### src/rtl/tmds_word_aligner_if.sv
// Bus between a deserializer-side source and the TMDS word aligner.
// The master drives unaligned raw words and the slave returns the aligned symbol and lock status.
interface tmds_word_aligner_if;
   logic [9:0] raw_in;
   logic [9:0] tmds_out;
   logic       tmds_locked;
   logic [3:0] tmds_offset;
   logic       ctrl_token;
   logic [1:0] ctrl_code;

   modport master (
      output raw_in,
      input  tmds_out,
      input  tmds_locked,
      input  tmds_offset,
      input  ctrl_token,
      input  ctrl_code
   );

   modport slave (
      input  raw_in,
      output tmds_out,
      output tmds_locked,
      output tmds_offset,
      output ctrl_token,
      output ctrl_code
   );
endinterface

### src/rtl/tmds_word_aligner.sv
// Finds the 10-bit symbol boundary in a deserialized TMDS stream by hunting for control tokens,
// slipping one bit at a time on timeout and dropping lock when tokens stop arriving.
module tmds_word_aligner #(
   parameter logic INV_TMDS       = 1'b0,
   parameter int   LOCK_COUNT     = 8,
   parameter int   SEARCH_TIMEOUT = 4096
) (
   input  logic               clk_pixel,
   input  logic               reset_n,
   tmds_word_aligner_if.slave bus
);
   localparam int TW = $clog2(SEARCH_TIMEOUT + 1);

   typedef enum logic {SEARCH, LOCKED} state_t;

   state_t        state;
   logic [3:0]    offset;
   logic [3:0]    hit_cnt;
   logic [TW-1:0] timer;
   logic [9:0]    raw_prev;
   logic [9:0]    tmds_q;
   logic          token_q;
   logic [1:0]    code_q;

   logic [9:0]    raw_post;
   logic [18:0]   window;
   logic [9:0]    candidate;
   logic          is_token;
   logic [1:0]    code;
   logic [3:0]    hit_inc;
   logic [TW-1:0] timer_inc;
   logic          lock_hit;
   logic          timeout;

   assign raw_post  = bus.raw_in ^ {10{INV_TMDS}};
   // The top raw bit only ever feeds raw_prev, since offset never exceeds 9.
   assign window    = {raw_post[8:0], raw_prev};
   assign hit_inc   = hit_cnt + 4'd1;
   assign timer_inc = timer + TW'(1);
   assign lock_hit  = (hit_inc == 4'(LOCK_COUNT));
   assign timeout   = (timer_inc == TW'(SEARCH_TIMEOUT));

   always_comb begin
      candidate = window[9:0];
      case (offset)
         4'd1:    candidate = window[10:1];
         4'd2:    candidate = window[11:2];
         4'd3:    candidate = window[12:3];
         4'd4:    candidate = window[13:4];
         4'd5:    candidate = window[14:5];
         4'd6:    candidate = window[15:6];
         4'd7:    candidate = window[16:7];
         4'd8:    candidate = window[17:8];
         4'd9:    candidate = window[18:9];
         default: candidate = window[9:0];
      endcase
   end

   always_comb begin
      is_token = 1'b1;
      code     = 2'b00;
      case (candidate)
         10'b1101010100: code = 2'b00;
         10'b0010101011: code = 2'b01;
         10'b0101010100: code = 2'b10;
         10'b1010101011: code = 2'b11;
         default:        is_token = 1'b0;
      endcase
   end

   // A hit clears the timer in the same cycle, so lock and slip can never coincide.
   always_ff @(posedge clk_pixel) begin
      if (!reset_n) begin
         state    <= SEARCH;
         offset   <= 4'd0;
         hit_cnt  <= 4'd0;
         timer    <= '0;
         raw_prev <= 10'd0;
         tmds_q   <= 10'd0;
         token_q  <= 1'b0;
         code_q   <= 2'b00;
      end else begin
         raw_prev <= raw_post;
         tmds_q   <= 10'd0;
         token_q  <= 1'b0;
         code_q   <= 2'b00;
         case (state)
            SEARCH: begin
               if (is_token) begin
                  timer   <= '0;
                  hit_cnt <= hit_inc;
                  if (lock_hit) begin
                     state   <= LOCKED;
                     tmds_q  <= candidate;
                     token_q <= 1'b1;
                     code_q  <= code;
                  end
               end else begin
                  hit_cnt <= 4'd0;
                  if (timeout) begin
                     timer  <= '0;
                     offset <= (offset == 4'd9) ? 4'd0 : offset + 4'd1;
                  end else begin
                     timer <= timer_inc;
                  end
               end
            end
            LOCKED: begin
               if (is_token) begin
                  timer   <= '0;
                  tmds_q  <= candidate;
                  token_q <= 1'b1;
                  code_q  <= code;
               end else if (timeout) begin
                  state   <= SEARCH;
                  hit_cnt <= 4'd0;
                  timer   <= '0;
               end else begin
                  timer  <= timer_inc;
                  tmds_q <= candidate;
               end
            end
         endcase
      end
   end

   assign bus.tmds_out    = tmds_q;
   assign bus.tmds_locked = (state == LOCKED);
   assign bus.tmds_offset = offset;
   assign bus.ctrl_token  = token_q;
   assign bus.ctrl_code   = code_q;
endmodule

### src/flat_wrapper.sv
// flat-port wrapper written by rule: the top's interface ports become plain ports
module tmds_word_aligner_flat 
#(
   parameter logic INV_TMDS       = 1'b0,
   parameter int   LOCK_COUNT     = 8,
   parameter int   SEARCH_TIMEOUT = 4096
)
  (clk_pixel, reset_n, bus_raw_in, bus_tmds_out, bus_tmds_locked, bus_tmds_offset, bus_ctrl_token, bus_ctrl_code);
  tmds_word_aligner_if bus_i ();
  input  logic clk_pixel;
  input  logic reset_n;
  input wire logic [$bits(bus_i.raw_in)-1:0] bus_raw_in;
  output wire logic [$bits(bus_i.tmds_out)-1:0] bus_tmds_out;
  output wire logic [$bits(bus_i.tmds_locked)-1:0] bus_tmds_locked;
  output wire logic [$bits(bus_i.tmds_offset)-1:0] bus_tmds_offset;
  output wire logic [$bits(bus_i.ctrl_token)-1:0] bus_ctrl_token;
  output wire logic [$bits(bus_i.ctrl_code)-1:0] bus_ctrl_code;
  assign bus_i.raw_in = bus_raw_in;
  assign bus_tmds_out = bus_i.tmds_out;
  assign bus_tmds_locked = bus_i.tmds_locked;
  assign bus_tmds_offset = bus_i.tmds_offset;
  assign bus_ctrl_token = bus_i.ctrl_token;
  assign bus_ctrl_code = bus_i.ctrl_code;
  tmds_word_aligner #(.INV_TMDS(INV_TMDS), .LOCK_COUNT(LOCK_COUNT), .SEARCH_TIMEOUT(SEARCH_TIMEOUT)) u_core (.clk_pixel(clk_pixel), .reset_n(reset_n), .bus(bus_i));
endmodule
### config.mk
export PLATFORM = sky130hd
export DESIGN_NAME = tmds_word_aligner_flat
export DESIGN_NICKNAME = d
export VERILOG_FILES = /design/src/rtl/tmds_word_aligner_if.sv /design/src/rtl/tmds_word_aligner.sv /design/src/flat_wrapper.sv
export SDC_FILE = /design/constraint.sdc
export NUM_CORES = 1
export LEC_CHECK = 0
export CAP_MARGIN = 25
export CORE_MARGIN = 2
export CORE_UTILIZATION = 55
export CTS_BUF_LIST = sky130_fd_sc_hd__clkbuf_4 sky130_fd_sc_hd__clkbuf_8
export CTS_CLUSTER_SIZE = 28
export DETAILED_ROUTE_END_ITERATION = 10
export PLACE_DENSITY = 0.78
export SYNTH_ARGS = -nofsm -noshare
export SYNTH_HDL_FRONTEND = slang
export SYNTH_SLANG_ARGS = --single-unit
export TNS_END_PERCENT = 1
### constraint.sdc
create_clock -name clk_pixel -period 3 [get_ports clk_pixel]
set_clock_uncertainty 0.2 [all_clocks]
set_input_delay 0.45 -clock clk_pixel [delete_from_list [all_inputs] [get_ports clk_pixel]]
set_output_delay 0.45 -clock clk_pixel [all_outputs]
set_load 0.005 [all_outputs]
==> impl_metrics.ini <==
[logic_synthesis]
synthTopCellsByCount = dfxtp_1, nor2_1, nand2_1, a21oi_1, nand3_1
async_flop_share_pct = 0
ys.flop_type = dfxtp_1
yosys_warnings = 0
synthTopCellsByArea = dfxtp_1, nor2_1, a21oi_1
synth_cell_types = 70
synth_nets = 371
synth_most_common_cell = dfxtp_1
ys_seq_elements = 45
syn-cell-area_um2 = 2940
synth_edf_count = 0
ys_seq_area_share_pct = 30.6
synth_area_leader_cell = dfxtp_1
synth_area_per_cell_um2 = 8.27
synth_top_cell_area_share_pct = 30.6
synth_cells = 356

[power_and_ir_drop]
seqPwrFrac_pct = 51.0
peakVddDrop_mv = 0.402
leakage_nw = 1.46
finalPower_mw = 1.22
p_int_mw = 0.926
clockPowerShare_pct = 39.7
p_sw_mw = 0.295
power_density_nw_per_um2 = 314
p_sw_share_pct = 24.1
comb_power_share_pct = 9.2

[timing]
timing.hold.ws_ns = 0.258
finalCritPeriodShare_pct = 97.0
worst_slew_pin_slew_ns = 0.575
slew_viol_final = 0
finalHoldViolations = 0
fin_crit_ns = 2.91
setup_viol = 0
grt_setup_unrepaired = yes
fmaxAchievable_mhz = 343
slew_headroom_pct = 61.5

[routing]
routed_wl_mm = 9.23
dr.pass1.iters = 5
avgRoutedWirePerCell_um = 18.5
vias = 3083
wl_met3_um = 835
routed_via_density = 6.17
met2_length_mm = 4.10
wl_met1_mm = 3.94
maxUsedRoutingLayer = met4
drt_iter0_markers = 366
ant_nets = 0
drc_errors = 0

[die]
start_util_pct = 57.3
core_area_um2 = 5140
io-pin-count = 30
fp-row-count = 26
die_y_um = 77.1
die_x_um = 77.1
dieArea_um2 = 5950

[critical_path]
path_cells = buf_4, nor2_1, buf_4, a32oi_1, o211ai_1, o32a_1, buf_4, and4_4, buf_4, or4_1, nand3_1
rrSetupSlack_ns = 0.09
critPathLaunchType = register
cp_slowest_cell = or4_1
path_max_fanout = 21
ff2ff_path_depth = 11
timing.rr.start = u_core.bus.tmds_offset[1]$_SDFFE_PN0P_
crit_top_cell = buf_4
critPathArrivalTime_ns = 2.96
cp.required_ns = 3.05
rr_endpoint = u_core.bus.tmds_offset[3]$_SDFFE_PN0P_
setup.worst_path.end_class = register
critPathKind = reg2reg
critPathMaxStageDelay_ns = 0.52

[hold_path]
hold_class = reg2reg
whs_endpoint = u_core.timer[0]$_SDFF_PP0_
hold_depth = 1
min_from = u_core.timer[0]$_SDFF_PP0_

[clocking]
cts_buffers = 5
root_buffer = clkbuf_8
insertion_delay_ns = 0.31
cts-htree-levels = 2
clkTransAtPathRegs_ns = 0.08
cts_tree = done
cts.sinks = 45
hold_buffers = 0
cts_buffer_depth = 2

[job]
max-cap-violations = 0

[layout]
antenna_cells = 0
syn2layout_area_growth_pct = 32.2
fillers = 399
drive_gt1_share_pct = 25.3
nets = 444

[place]
portBuffers = 29
place.gp.congestion = 1.03
dp_hpwl_mm = 6.43

[global_route]
grt_pass1_vias = 2984
grt_pass1_wl_mm = 14.7
globalRouteTotalUtil_pct = 30.6
grt_antenna_before_repair = 0
grt_max_degree = 25
grt_overflow_total = 0

[outcome]
status = completed
cells in the final DEF (no fill, tap or decap), types with 5 or more instances in the layout:
cell and n:
o21ai_0 10, o22ai_1 6, mux2i_1 7, nand2b_1 5, buf_4 62, xnor2_1 7, nor2b_1 6, xor2_1 7
nand2_1 25, a32oi_1 5, clkdlybuf4s50_1 26, nand3_1 15, inv_1 9, clkbuf_8 5, a22oi_1 5, dfxtp_1 43
and2_1 13, buf_6 5, o32a_1 5, nor2_1 33, a21oi_1 20
cell type report:
type | instances | area, µm² | area share, %
Clock buffer | 6 | 76.3 | 1.96
Clock inverter | 2 | 38.8 | 0.997
Inverter | 11 | 43.8 | 1.13
Multi-Input combinational cell | 268 | 1880 | 48.3
Sequential cell | 45 | 906 | 23.3
Tap cell | 70 | 87.6 | 2.25
Timing Repair Buffer | 98 | 860 | 22.1
how the worst max path moves through the flow:
stage | startpoint | to | slack [ns] | depth (start not counted)
3_3_place_gp | bus_raw_in[1] | u_core.bus.tmds_out[4]$_SDFF_PN0_ | -0.41 | 9
3_5_place_dp | bus_raw_in[0] | u_core.bus.tmds_out[4]$_SDFF_PN0_ | -0.46 | 11
5_1_grt | u_core.bus.tmds_offset[0]$_SDFFE_PN0P_ | u_core.bus.tmds_out[5]$_SDFF_PN0_ | -0.07 | 13
2_1_floorplan | u_core.bus.tmds_offset[0]$_SDFFE_PN0P_ | u_core.bus.tmds_out[5]$_SDFF_PN0_ | 0.30 | 12
4_1_cts | bus_raw_in[0] | u_core.bus.tmds_offset[2]$_SDFFE_PN0P_ | 0.03 | 12
6_report | u_core.bus.tmds_offset[1]$_SDFFE_PN0P_ | u_core.bus.tmds_offset[3]$_SDFFE_PN0P_ | 0.09 | 11
critical path: cells and delay by family (launching register included):
family	cells	cell delay, ns
AO/OA/AOI/OAI	3	0.65
buffers and inverters	4	0.73
flip-flops	1	0.34
AND/OR/NAND/NOR	4	0.92
sequential cells by signal, indices dropped and copies added (netlist names):
name,flops
u_core.hit_cnt,4
u_core.timer,13
u_core.bus.ctrl_token,1
u_core.bus.ctrl_code,2
u_core.bus.tmds_locked,1
u_core.bus.tmds_offset,4
u_core.bus.tmds_out,10
u_core.raw_prev,10
logic make-up after synthesis:
family	share of synthesized area (%)
compound gates	26.0
xor+xnor	4.17
fa+ha+maj	1.28
buf+inv	8.38
flops	30.6
mux	5.36
simple gates	24.2
metrics by stage:
| step | instance area (µm²) | setup WS, ns | util (%) | instances | setup TNS [ns] |
|---|---|---|---|---|---|
| floorplan | 2940 | 0.305 | - | 356 | 0 |
| global placement | 3590 | -0.414 | 69.9 | 485 | -9.30 |
| detailed placement | 3590 | -0.464 | 69.9 | 485 | -10.74 |
| CTS | 3760 | 0.0301 | 73.2 | 495 | 0 |
| global route | 3890 | -0.0744 | 75.7 | 500 | -0.446 |
| finish | 3890 | 0.0885 | 75.7 | 500 | 0 |
per-layer routing:
layer	up-vias	global-route usage (%)
li1	1462	-
met5	-	0
met1	1417	40.3
met3	37	7.41
met4	0	13.0
met2	167	47.7
power groups by stage:
stage          registers [mW]  clock network [mW]  logic (mW)
2_1_floorplan           0.629                   0      0.0463
3_3_place_gp            0.637                   0       0.101
3_5_place_dp            0.637                   0       0.102
4_1_cts                 0.622               0.487       0.105
5_1_grt                 0.624               0.505       0.122
6_report                0.623               0.485       0.113
timing repair:
item,CTS,global route
gates resized for setup,10,22
setup buffers,2,5
hold endpoints to repair,0,0
pin swaps,2,5
endpoints found under the setup margin,26,33
(Power assumes the default switching activity.)
